`src/rtl/hazard_pkg.sv`:
```
// Shared types and constants for the pipeline hazard controller.
package hazard_pkg;

   localparam int unsigned REG_W    = 5;
   localparam int unsigned MD_CNT_W = 4;

   typedef enum logic {
      RUN     = 1'b0,
      MD_BUSY = 1'b1
   } hz_state_t;

   typedef enum logic [1:0] {
      FWD_RF = 2'b00,
      FWD_W  = 2'b01,
      FWD_M  = 2'b10
   } fwd_sel_t;

   localparam logic [1:0] RESULT_SRC_LOAD = 2'b01;

endpackage

```
`src/rtl/hazard_controller_forward_unit.sv`:
```
// Combinational E-stage operand forwarding select; M has priority over W.
module forward_unit
   import hazard_pkg::*;
(
   input  logic [REG_W-1:0] rs_e,
   input  logic [REG_W-1:0] rd_m,
   input  logic [REG_W-1:0] rd_w,
   input  logic             reg_write_m,
   input  logic             reg_write_w,
   output logic [1:0]       fwd_sel
);

   always_comb begin
      fwd_sel = FWD_RF;
      if (reg_write_m && (rd_m == rs_e) && (rs_e != '0))
         fwd_sel = FWD_M;
      else if (reg_write_w && (rd_w == rs_e) && (rs_e != '0))
         fwd_sel = FWD_W;
   end

endmodule

```
`src/rtl/hazard_controller.sv`:
```
// Pipeline sequencer: stall/flush control, mul/div E occupancy and forwarding.
// Optional performance counters are built when HAZARD_PERF_EN is defined.
module hazard_controller
   import hazard_pkg::*;
#(
   parameter int unsigned MD_CYCLES = 4,
   parameter int unsigned PERF_W    = 32
) (
   input  logic              clk,
   input  logic              reset_n,
   input  logic [4:0]        rs1_d,
   input  logic [4:0]        rs2_d,
   input  logic [4:0]        rs1_e,
   input  logic [4:0]        rs2_e,
   input  logic [4:0]        rd_e,
   input  logic [4:0]        rd_m,
   input  logic [4:0]        rd_w,
   input  logic              reg_write_e,
   input  logic              reg_write_m,
   input  logic              reg_write_w,
   input  logic [1:0]        result_src_e,
   input  logic              pc_src_e,
   input  logic              md_req_e,
   output logic              stall_f,
   output logic              stall_d,
   output logic              stall_e,
   output logic              flush_d,
   output logic              flush_e,
   output logic              flush_m,
   output logic              md_last,
   output logic [1:0]        forward_a_e,
   output logic [1:0]        forward_b_e,
   output logic [PERF_W-1:0] perf_stall_cnt,
   output logic [PERF_W-1:0] perf_flush_cnt
);

   hz_state_t             state, state_nxt;
   logic [MD_CNT_W-1:0]   md_cnt, md_cnt_nxt;
   logic [1:0]            fwd_a, fwd_b;
   logic                  lu;
   logic                  unused_inputs;

   // Load-use hazard does not depend on the E write enable: a load always writes.
   assign unused_inputs = reg_write_e;

   forward_unit u_fwd_a (
      .rs_e        (rs1_e),
      .rd_m        (rd_m),
      .rd_w        (rd_w),
      .reg_write_m (reg_write_m),
      .reg_write_w (reg_write_w),
      .fwd_sel     (fwd_a)
   );

   forward_unit u_fwd_b (
      .rs_e        (rs2_e),
      .rd_m        (rd_m),
      .rd_w        (rd_w),
      .reg_write_m (reg_write_m),
      .reg_write_w (reg_write_w),
      .fwd_sel     (fwd_b)
   );

   assign forward_a_e = reset_n ? fwd_a : FWD_RF;
   assign forward_b_e = reset_n ? fwd_b : FWD_RF;

   assign lu = (result_src_e == RESULT_SRC_LOAD) && (rd_e != '0) &&
               ((rd_e == rs1_d) || (rd_e == rs2_d));

   always_ff @(posedge clk) begin
      if (!reset_n) begin
         state  <= RUN;
         md_cnt <= '0;
      end else begin
         state  <= state_nxt;
         md_cnt <= md_cnt_nxt;
      end
   end

   always_comb begin
      state_nxt  = state;
      md_cnt_nxt = md_cnt;
      stall_f    = 1'b0;
      stall_d    = 1'b0;
      stall_e    = 1'b0;
      flush_d    = 1'b0;
      flush_e    = 1'b0;
      flush_m    = 1'b0;
      md_last    = 1'b0;
      if (!reset_n) begin
         flush_d    = 1'b1;
         flush_e    = 1'b1;
         flush_m    = 1'b1;
         state_nxt  = RUN;
         md_cnt_nxt = '0;
      end else begin
         case (state)
            RUN: begin
               if (md_req_e) begin
                  stall_f    = 1'b1;
                  stall_d    = 1'b1;
                  stall_e    = 1'b1;
                  flush_m    = 1'b1;
                  state_nxt  = MD_BUSY;
                  md_cnt_nxt = MD_CNT_W'(MD_CYCLES - 2);
               end else if (pc_src_e) begin
                  flush_d = 1'b1;
                  flush_e = 1'b1;
               end else if (lu) begin
                  stall_f = 1'b1;
                  stall_d = 1'b1;
                  flush_e = 1'b1;
               end
            end
            MD_BUSY: begin
               if (md_cnt != '0) begin
                  stall_f    = 1'b1;
                  stall_d    = 1'b1;
                  stall_e    = 1'b1;
                  flush_m    = 1'b1;
                  md_cnt_nxt = md_cnt - MD_CNT_W'(1);
               end else begin
                  md_last   = 1'b1;
                  state_nxt = RUN;
               end
            end
            default: state_nxt = RUN;
         endcase
      end
   end

`ifdef HAZARD_PERF_EN
   logic [PERF_W-1:0] stall_cnt_q, flush_cnt_q;

   // Saturating event counters.
   always_ff @(posedge clk) begin
      if (!reset_n) begin
         stall_cnt_q <= '0;
         flush_cnt_q <= '0;
      end else begin
         if (stall_f && (stall_cnt_q != '1))
            stall_cnt_q <= stall_cnt_q + PERF_W'(1);
         if ((flush_d || flush_e) && (flush_cnt_q != '1))
            flush_cnt_q <= flush_cnt_q + PERF_W'(1);
      end
   end

   assign perf_stall_cnt = stall_cnt_q;
   assign perf_flush_cnt = flush_cnt_q;
`else
   assign perf_stall_cnt = '0;
   assign perf_flush_cnt = '0;
`endif

endmodule
```
`config.mk`:
```
export PLATFORM = sky130hd
export DESIGN_NAME = hazard_controller
export DESIGN_NICKNAME = d
export VERILOG_FILES = /design/src/rtl/hazard_pkg.sv /design/src/rtl/hazard_controller_forward_unit.sv /design/src/rtl/hazard_controller.sv
export SDC_FILE = /design/constraint.sdc
export NUM_CORES = 1
export LEC_CHECK = 0
export BUFFER_PORTS_ARGS = -buffer_cell sky130_fd_sc_hd__buf_2
export CORE_MARGIN = 3
export CORE_UTILIZATION = 40
export CTS_CLUSTER_DIAMETER = 150
export DETAILED_ROUTE_END_ITERATION = 8
export PLACE_DENSITY = 0.88
export SLEW_MARGIN = 10
export SYNTH_ARGS = -nofsm -noshare
export SYNTH_HDL_FRONTEND = slang
export SYNTH_SLANG_ARGS = --single-unit
```
`constraint.sdc`:
```
create_clock -name clk -period 3.7 [get_ports clk]
set_input_delay 0.37 -clock clk [delete_from_list [all_inputs] [get_ports clk]]
set_output_delay 0.37 -clock clk [all_outputs]
set_load 0.01 [all_outputs]
```
After elaboration in Yosys (flattened, before gate mapping)
Index checks and enable logic that the tools add are counted.
- flip-flop bits (word level): 5
- bits in latches: 0
- RAM bits: 0
- memory bits (read-only): 0
- input port bits: 44
- output and inout port bits: 75
- word-level logic and storage cells: 59
- memories: 0
- $add $sub $neg: 1
- multipliers: 0
- div/mod/pow operators: 0
- order comparisons: 0
- equality and inequality tests: 9
- shifts and indexed selects: 0
- mux-type cells: 30
- bitwise operators: 1
- reduce and logical (&&, ||, !) cells: 16
- operators by type and width (kind ; count):
    equality test 5 bit ; 6
    2-to-1 mux 1 bit ; 21
    nonzero test 5 bit ; 3
    logical AND 1 bit ; 10
    2-to-1 mux 2 bit ; 4
    2-to-1 mux 4 bit ; 2
    case mux 4 bit (2 select lines) ; 1
    case mux 1 bit (2 select lines) ; 2
    nonzero test 4 bit ; 1
    subtractor 4 x 1 -> 4 bit, second input constant ; 1
    equality test 2 x 1 -> 1 bit, second input constant ; 1
    != test 2 x 1 -> 1 bit, second input constant ; 1
    != test 2 bit, second input constant ; 1
    AND reduction 2 bit ; 1
    logical OR 1 bit ; 1
    NOT 1 bit ; 1

Depth between registers and ports, before layout
Gate-level depths: netlist of run 1.
- word-level depth: 8
- gate-level depth with buffers: 6
- gate-level depth less buffers: 6

Cells and area by module
From an unflattened synthesis of run 1, not the netlist that was laid out.
- cells, all modules: 162
- area, all modules: 1260.0 µm²
- modules (own cells, without submodules) (module ; instances ; cells each ; area an instance (µm²) ; sequential area each (µm²)):
    hazard_controller ; 1 ; 126 ; 982.2 ; 100.1
    forward_unit ; 2 ; 18 ; 138.9 ; 0.0

Least setup slack after synthesis of run 1
OpenSTA, ideal clock, no wires.
- kind: in2out
- start: input rd_e[1]
- end: output stall_f
- arrival: 1.461 ns
- required time: 3.330 ns
- slack: 1.869 ns
- cell stages on the path: 5
- path buffers: 1
- cells stage by stage: or4_1 o21ai_0 nand3b_1 o22ai_1 buf_4
- longest elaborated chain between the ends: 8
- elaborated cells on any way between the ends: 11
- classes of those cells: 2 x eq/ne; 5 x mux; 4 x reduce/logical
- RTL lines (element ; line ; source):
    start: declaration ; hazard_controller.sv:15 ; input logic [4:0] rd_e,
    equality test 5 bit / nonzero test 5 bit (equally long branches) ; hazard_controller.sv:68, hazard_controller.sv:67 ;
    logical OR 1 bit / logical AND 1 bit (equally long branches) ; hazard_controller.sv:68, hazard_controller.sv:67 ;
    logical AND 1 bit (*) ; hazard_controller.sv:67 ; assign lu = (result_src_e == RESULT_SRC_LOAD) && (rd_e != '0) &&
    2-to-1 mux 1 bit (*) (3 in a row) ; - ;
    case mux 1 bit (2 select lines) (*) ; - ;
    2-to-1 mux 1 bit (*) ; - ;
    end: declaration ; hazard_controller.sv:24 ; output logic stall_f,
Mark *: on every way between the ends. The rest lies on a longest branch, timed or not.

Worst setup path in the final report of run 1
- start: register md_cnt[0]
- end: output stall_f
- longest elaborated chain between the ends: 4
- RTL lines (element ; line ; source):
    start: declaration ; hazard_controller.sv:38 ; logic [MD_CNT_W-1:0] md_cnt, md_cnt_nxt;
    start signal: assignment ; hazard_controller.sv:76 ; md_cnt <= md_cnt_nxt;
    nonzero test 4 bit ; hazard_controller.sv:116 ; if (md_cnt != '0) begin
    2-to-1 mux 1 bit ; hazard_controller.sv:116 ;
    case mux 1 bit (2 select lines) ; hazard_controller.sv:97 ; case (state)
    2-to-1 mux 1 bit ; hazard_controller.sv:90 ; if (!reset_n) begin
Every way passes these cells.

==> results.py, run 1 <==
metrics = {
    "route": {
        "vias": 988,
        "wl_per_cell_um": 9.905,
        "drc": 0,
        "wl_um": 2397,
        "ant_nets": 0,
        "dr.pass1.iters": 4,
        "vias_per_cell": 4.083,
        "drt-initial-drc-count": 40,
    },
    "timing": {
        "setup_viol": 0,
        "layout_min_cycle_time_ns": 2.082,
        "fmax_mhz": 480.4,
        "setup_slack_ns": 1.618,
        "finClkSkew_ns": 0.0001661,
        "layout_worst_path_cycle_share_pct": 56.26,
        "setup-tns-final_ns": 0,
        "rsz0062_at_grt": "no",
        "hold_violations": 0,
        "drv_slew": 0,
    },
    "worst_setup_path": {
        "cp_data_arrival_time_ns": 1.71,
        "r2r_setup_slack_ns": 2.27,
        "r2r-end": "md_cnt[1]$_SDFFE_PN0P_",
        "crit_required_ns": 3.33,
        "worstReg2RegStart": "md_cnt[0]$_SDFFE_PN0P_",
        "path_max_fanout": 7,
        "cp-end-kind": "output port",
        "reg2reg_depth": 5,
        "startpoint_type": "flip-flop",
        "worstSetupPathType": "reg -> out",
    },
    "layout": {
        "nNetsFinal": 258,
        "syn2layout_area_growth_pct": 6.455,
        "design_area_sq_mm": 0.001300,
        "final_cell_mix": "64 x conb_1, 53 x buf_2, 16 x xor2_1, 16 x xnor2_1, 7 x nor2_1",
        "fillers": 285,
        "fin_cells": 242,
        "register_area_sq_um": 100.1,
        "diodes": 0,
        "multi_input_area_sq_um": 850.8,
        "layout-drive-gt1-share_pct": 31.28,
        "mostFrequentLayoutCell": "conb_1",
    },
    "grt": {
        "grt_antenna_before_repair": 0,
        "grt_overflow_total": 0,
        "grt_pass1_vias": 802,
        "grt_usage_pct": 11.39,
        "grt_pass1_wl_um": 3243,
        "grt_max_degree": 8,
    },
    "die": {
        "die-area_sq_mm": 0.003752,
        "fp.dieW_um": 61.26,
        "start_util_pct": 43.17,
        "die_height_um": 61.26,
        "io_pins": 119,
        "rows": 19,
        "core-area_sq_mm": 0.002829,
    },
    "clocking": {
        "cts_resized": 0,
        "clockRootBuffer": "clkbuf_4",
        "htree_levels": 1,
        "holdBufCountCts": 0,
        "cts_buffers": 3,
        "clkTransAtPathRegs_ns": 0.04,
        "cts_buffer_depth": 2,
        "postCtsSetupBuffers": 0,
        "cts_tree": "yes",
        "clk_latency_ns": 0.24,
        "cts.sinks": 5,
    },
    "pwr": {
        "vdd_drop_max_mv": 0.09105,
        "p_per_area_mw_per_mm2": 219.4,
        "p_leak_uw": 0.0006956,
    },
    "min_path": {
        "hold_depth": 3,
        "hold_class": "in -> reg",
        "whs_endpoint": "md_cnt[2]$_SDFFE_PN0P_",
        "min_from": "reset_n",
    },
    "placement": {
        "placedInstanceArea_sq_mm": 0.001274,
        "io_buffers": 53,
        "gp_congestion": 0.8165,
        "hpwl_um": 2202,
        "dp_slack_ns": 1.676,
        "dp.cells": 238,
    },
    "synthesis": {
        "ys.flop_type": "dfxtp_1",
        "syn_area_sq_mm": 0.001221,
        "ys_seq_area_share_pct": 8.197,
        "synth_edf_count": 0,
        "synth_cell_type_count": 29,
        "yosys_warnings": 0,
        "async_reset_ff_share_pct": 0,
        "synth.area.top_cells": "buf_4 40%, xnor2_1 11%, xor2_1 11%",
        "syn_area_per_cell_sq_um": 7.828,
        "synth-seq-cells": 5,
        "synth.top_cell.area_share_pct": 39.96,
        "synth_area_leader_cell": "buf_4",
        "syn-instance-count": 156,
    },
    "outcome": {
        "outcome": "complete, no violations",
    },
    "run": {
        "maxCapViolations": 0,
    },
}
-- Yosys cell counts (2+ instances only) --
| cell | count |
|---|---|
| dfxtp_1 | 5 |
| nand2_1 | 3 |
| or4_4 | 2 |
| buf_4 | 65 |
| xor2_1 | 16 |
| xnor2_1 | 16 |
| nand4_1 | 4 |
| nor2_1 | 7 |
| o21ai_0 | 2 |
| nor2_4 | 2 |
| nand3_1 | 5 |
| a21oi_1 | 2 |
| ha_1 | 2 |
| inv_1 | 5 |
| nor4_2 | 4 |
| nor3_1 | 3 |
-- cell families (layout without fill, tap and decap cells) --
kind of cell	Yosys count	after routing	share of synthesized area, %
buf+inv	70	62	41.50
simple gates	38	38	21.01
xor+xnor	32	32	22.95
compound gates	8	8	3.997
flops	5	5	8.197
fa+ha+maj	2	2	2.049
other cells	1	64	0.3071
-- cell type report --
class                      count  share of cell area [%]
multi-input combinational    144                   65.45
sequential                     5                   7.700
clock buffer                   4                   2.021
inverter                       5                   1.444
tap                           31                   2.984
timing repair buffer          53                   20.40
-- worst max-delay path, stage by stage, from the launching register on --
cell       delay, ns
dfxtp_1         0.35
inv_1           0.09
ha_1            0.20
nand4bb_1       0.25
nand2_1         0.20
o22ai_1         0.23
buf_2           0.17
-- worst max path at each step --
stage          cells after the start              startpoint      end
3_5_place_dp                       6                 rd_e[1]  stall_f
3_3_place_gp                       6                 rd_e[1]  stall_d
2_1_floorplan                      5                 rd_e[1]  stall_f
6_report                           6  md_cnt[0]$_SDFFE_PN0P_  stall_f
5_1_grt                            6  md_cnt[0]$_SDFFE_PN0P_  stall_f
4_1_cts                            6  md_cnt[0]$_SDFFE_PN0P_  stall_f
-- flip-flops by register name, indices dropped and copies added (netlist names) --
| signal | cells |
|---|---|
| state | 1 |
| md_cnt | 4 |
-- routing by layer --
| layer | wire, um | up-vias | track usage, % | share of wire [%] |
|---|---|---|---|---|
| met5 | 0 | - | 0 | 0 |
| met4 | 0 | 0 | 0.9288 | 0 |
| met3 | 237 | 0 | 2.096 | 9.9 |
| met2 | 1317 | 60 | 23.87 | 55 |
| met1 | 842 | 436 | 11.83 | 35 |
| li1 | - | 492 | - | - |
-- power by group --
group / switching (uW) / internal, uW
Sequential: 6.55 / 61.9
Combinational: 94.1 / 59.4
Clock: 22.5 / 40.8
-- through the flow --
stage / util (%) / total power, uW / hold WS, ns
floorplan: - / 218.3 / 0.4456
global placement: 45.02 / 216.6 / 0.4611
detailed placement: 45.02 / 220.4 / 0.4858
CTS: 45.95 / 286.8 / 0.4736
global route: 45.95 / 310.9 / 0.4971
finish: 45.95 / 285.3 / 0.4793
No activity file was read; power rests on OpenSTA's default activity.
==> inputs of run 2 (changes only) <==
--- a/config.mk
+++ b/config.mk
@@ -7,10 +7,10 @@
 export LEC_CHECK = 0
 export BUFFER_PORTS_ARGS = -buffer_cell sky130_fd_sc_hd__buf_2
 export CORE_MARGIN = 3
-export CORE_UTILIZATION = 40
+export CORE_UTILIZATION = 37
 export CTS_CLUSTER_DIAMETER = 150
 export DETAILED_ROUTE_END_ITERATION = 8
-export PLACE_DENSITY = 0.88
+export PLACE_DENSITY = 0.82
 export SLEW_MARGIN = 10
 export SYNTH_ARGS = -nofsm -noshare
 export SYNTH_HDL_FRONTEND = slang
==> constraint.sdc (replaced) <==
create_clock -name clk -period 1.93 [get_ports clk]
set_input_delay 0.193 -clock clk [delete_from_list [all_inputs] [get_ports clk]]
set_output_delay 0.193 -clock clk [all_outputs]
set_load 0.01 [all_outputs]
==> run 2 against run 1 <==
Net effect: non-clock buffer count unchanged; sequential share of layout area is 0.16 points lower; worst setup slack got worse by 1.4 ns; sequential power up 93%; clock power rose by 96%; count of clock-buffer cells in the layout unchanged; via count is 1.8% higher; combinational power rose by 95%; final cell count is 5.4% higher; global-route usage down 0.84 points; total power up 94%; critical endpoint unchanged; largest power group unchanged; highest routed layer unchanged.
==> results.py, run 2 (synthesis gave the netlist of run 1 again) <==
metrics = {
    "clocking": {
        "cts_tree": "yes",
        "cts_buffer_depth": 2,
        "cts_buffers": 3,
        "clk_latency_ns": 0.24,
        "clockRootBuffer": "clkbuf_4",
        "cts_resized": 0,
        "cts.sinks": 5,
        "clkTransAtPathRegs_ns": 0.05,
        "htree_levels": 1,
        "postCtsSetupBuffers": 0,
        "holdBufCountCts": 0,
    },
    "grt": {
        "grt_overflow_total": 0,
        "grt_pass1_wl_um": 3491,
        "grt_antenna_before_repair": 0,
        "grt_usage_pct": 10.55,
        "grt_pass1_vias": 858,
        "grt_max_degree": 8,
    },
    "pwr": {
        "power_frac_comb_pct": 53.9,
        "vdd_drop_max_mv": 0.1431,
        "internal_power_uw": 314.9,
        "p_sw_share_pct": 43.08,
        "seqPwrFrac_pct": 23.8,
        "switching_power_uw": 238.3,
        "clock_power_share_pct": 22.4,
        "p_per_area_mw_per_mm2": 416.7,
        "p_leak_uw": 0.0006973,
    },
    "timing": {
        "hold_violations": 0,
        "rsz0062_at_grt": "no",
        "layout_min_cycle_time_ns": 1.722,
        "layout_worst_path_cycle_share_pct": 89.22,
        "setup-tns-final_ns": 0,
        "drv_slew": 0,
        "setup_viol": 0,
        "fmax_mhz": 580.8,
        "finClkSkew_ns": 0.008757,
    },
    "min_path": {
        "hold_class": "in -> reg",
        "hold_depth": 3,
        "whs_endpoint": "md_cnt[2]$_SDFFE_PN0P_",
        "min_from": "reset_n",
    },
    "layout": {
        "nNetsFinal": 258,
        "diodes": 0,
        "mostFrequentLayoutCell": "conb_1",
        "largest_register_ffs": 4,
        "layout-drive-gt1-share_pct": 32.23,
        "post-route-util_pct": 42.78,
        "final_cell_mix": "64 x conb_1, 53 x buf_2, 16 x xor2_1, 16 x xnor2_1, 7 x nor2_1",
        "syn2layout_area_growth_pct": 8.709,
        "top_regs": "md_cnt: 4 flops, state: 1 flops",
        "top_register": "md_cnt",
    },
    "die": {
        "core-area_sq_mm": 0.003103,
        "io_pins": 119,
        "rows": 20,
        "start_util_pct": 39.35,
        "die-area_sq_mm": 0.004026,
        "die_height_um": 63.45,
        "fp.dieW_um": 63.45,
    },
    "placement": {
        "io_buffers": 53,
        "gp_congestion": 0.7744,
        "hpwl_um": 2225,
    },
    "route": {
        "wl_um": 2390,
        "drc": 0,
        "vias_per_cell": 3.945,
        "wl_per_cell_um": 9.373,
        "drt-initial-drc-count": 23,
        "dr.pass1.iters": 4,
        "ant_nets": 0,
        "vias": 1006,
    },
    "worst_setup_path": {
        "critPathTopFamily": "flip-flops",
        "worst-path-buf-inv": 2,
        "path_cells": "inv_1 > ha_1 > nand4bb_2 > nand2_1 > o22ai_2 > buf_2",
        "r2r_setup_slack_ns": 0.63,
        "worstReg2RegStart": "md_cnt[0]$_SDFFE_PN0P_",
        "critPathSlowestCell": "dfxtp_1",
        "cp_data_arrival_time_ns": 1.53,
        "path_max_fanout": 7,
        "reg2reg_depth": 5,
        "max_stage_delay_ns": 0.35,
        "cp-end-kind": "output port",
        "worstSetupPathType": "reg -> out",
        "crit_required_ns": 1.74,
        "r2r-end": "md_cnt[1]$_SDFFE_PN0P_",
        "startpoint_type": "flip-flop",
    },
    "run": {
        "maxCapViolations": 0,
    },
    "outcome": {
        "outcome": "complete, no violations",
    },
}
[run 2: cell count changes in the layout (fill, tap and decap cells not counted)]
cell,change
nand4bb_1,-1
o22ai_2,+1
nand4bb_2,+1
o22ai_1,-1
[run 2: area by class of cell]
type,count,area (sq um)
clock buffer,4,26.28
fill,343,1775
inverter,5,18.77
multi-input combinational,144,862.1
sequential,5,100.1
tap,44,55.05
timing repair buffer,53,265.3
[run 2: per-stage QoR]
step	instance area (sq um)	std cells	power (uW)	hold slack (ns)	worst slack, ns
2_1_floorplan	1458	219	418.5	0.3697	0.3648
3_3_place_gp	1290	251	415.0	0.4639	0.2604
3_5_place_dp	1290	251	422.6	0.4647	0.2316
4_1_cts	1316	255	544.2	0.3029	0.09148
5_1_grt	1328	255	604.9	0.3192	0.05181
6_report	1328	255	553.2	0.2932	0.2081
[run 2: power groups by stage]
stage                     Sequential [uW]  Clock, uW  Combinational, uW
after floorplan                       129          0                290
after global placement                132          0                283
after detailed placement              132          0                291
after CTS                             130        123                291
after global routing                  134        139                332
final                                 132        124                298
[run 2: per-layer routing]
layer	vias up	GRT usage (%)	share of wire, %
li1	495	-	-
met1	447	10.85	33
met2	64	20.34	55
met3	0	2.496	12
met4	0	3.774	0
met5	-	0	0
[run 2: how the worst max path moves through the flow]
stage	startpoint	to	cells after the start
5_1_grt	md_cnt[0]$_SDFFE_PN0P_	stall_f	6
3_5_place_dp	rd_e[1]	stall_f	6
6_report	md_cnt[0]$_SDFFE_PN0P_	stall_f	6
4_1_cts	md_cnt[0]$_SDFFE_PN0P_	stall_f	6
2_1_floorplan	md_cnt[0]$_SDFFE_PN0P_	stall_f	6
3_3_place_gp	rd_e[1]	stall_d	6
[run 2: tightest hold or removal path, delay by kind of cell]
family | cells | cell delay (ns)
AOI/OAI and AO/OA | 1 | 0.11
and+or+nand+nor | 1 | 0.05
buffers and inverters | 1 | 0.14
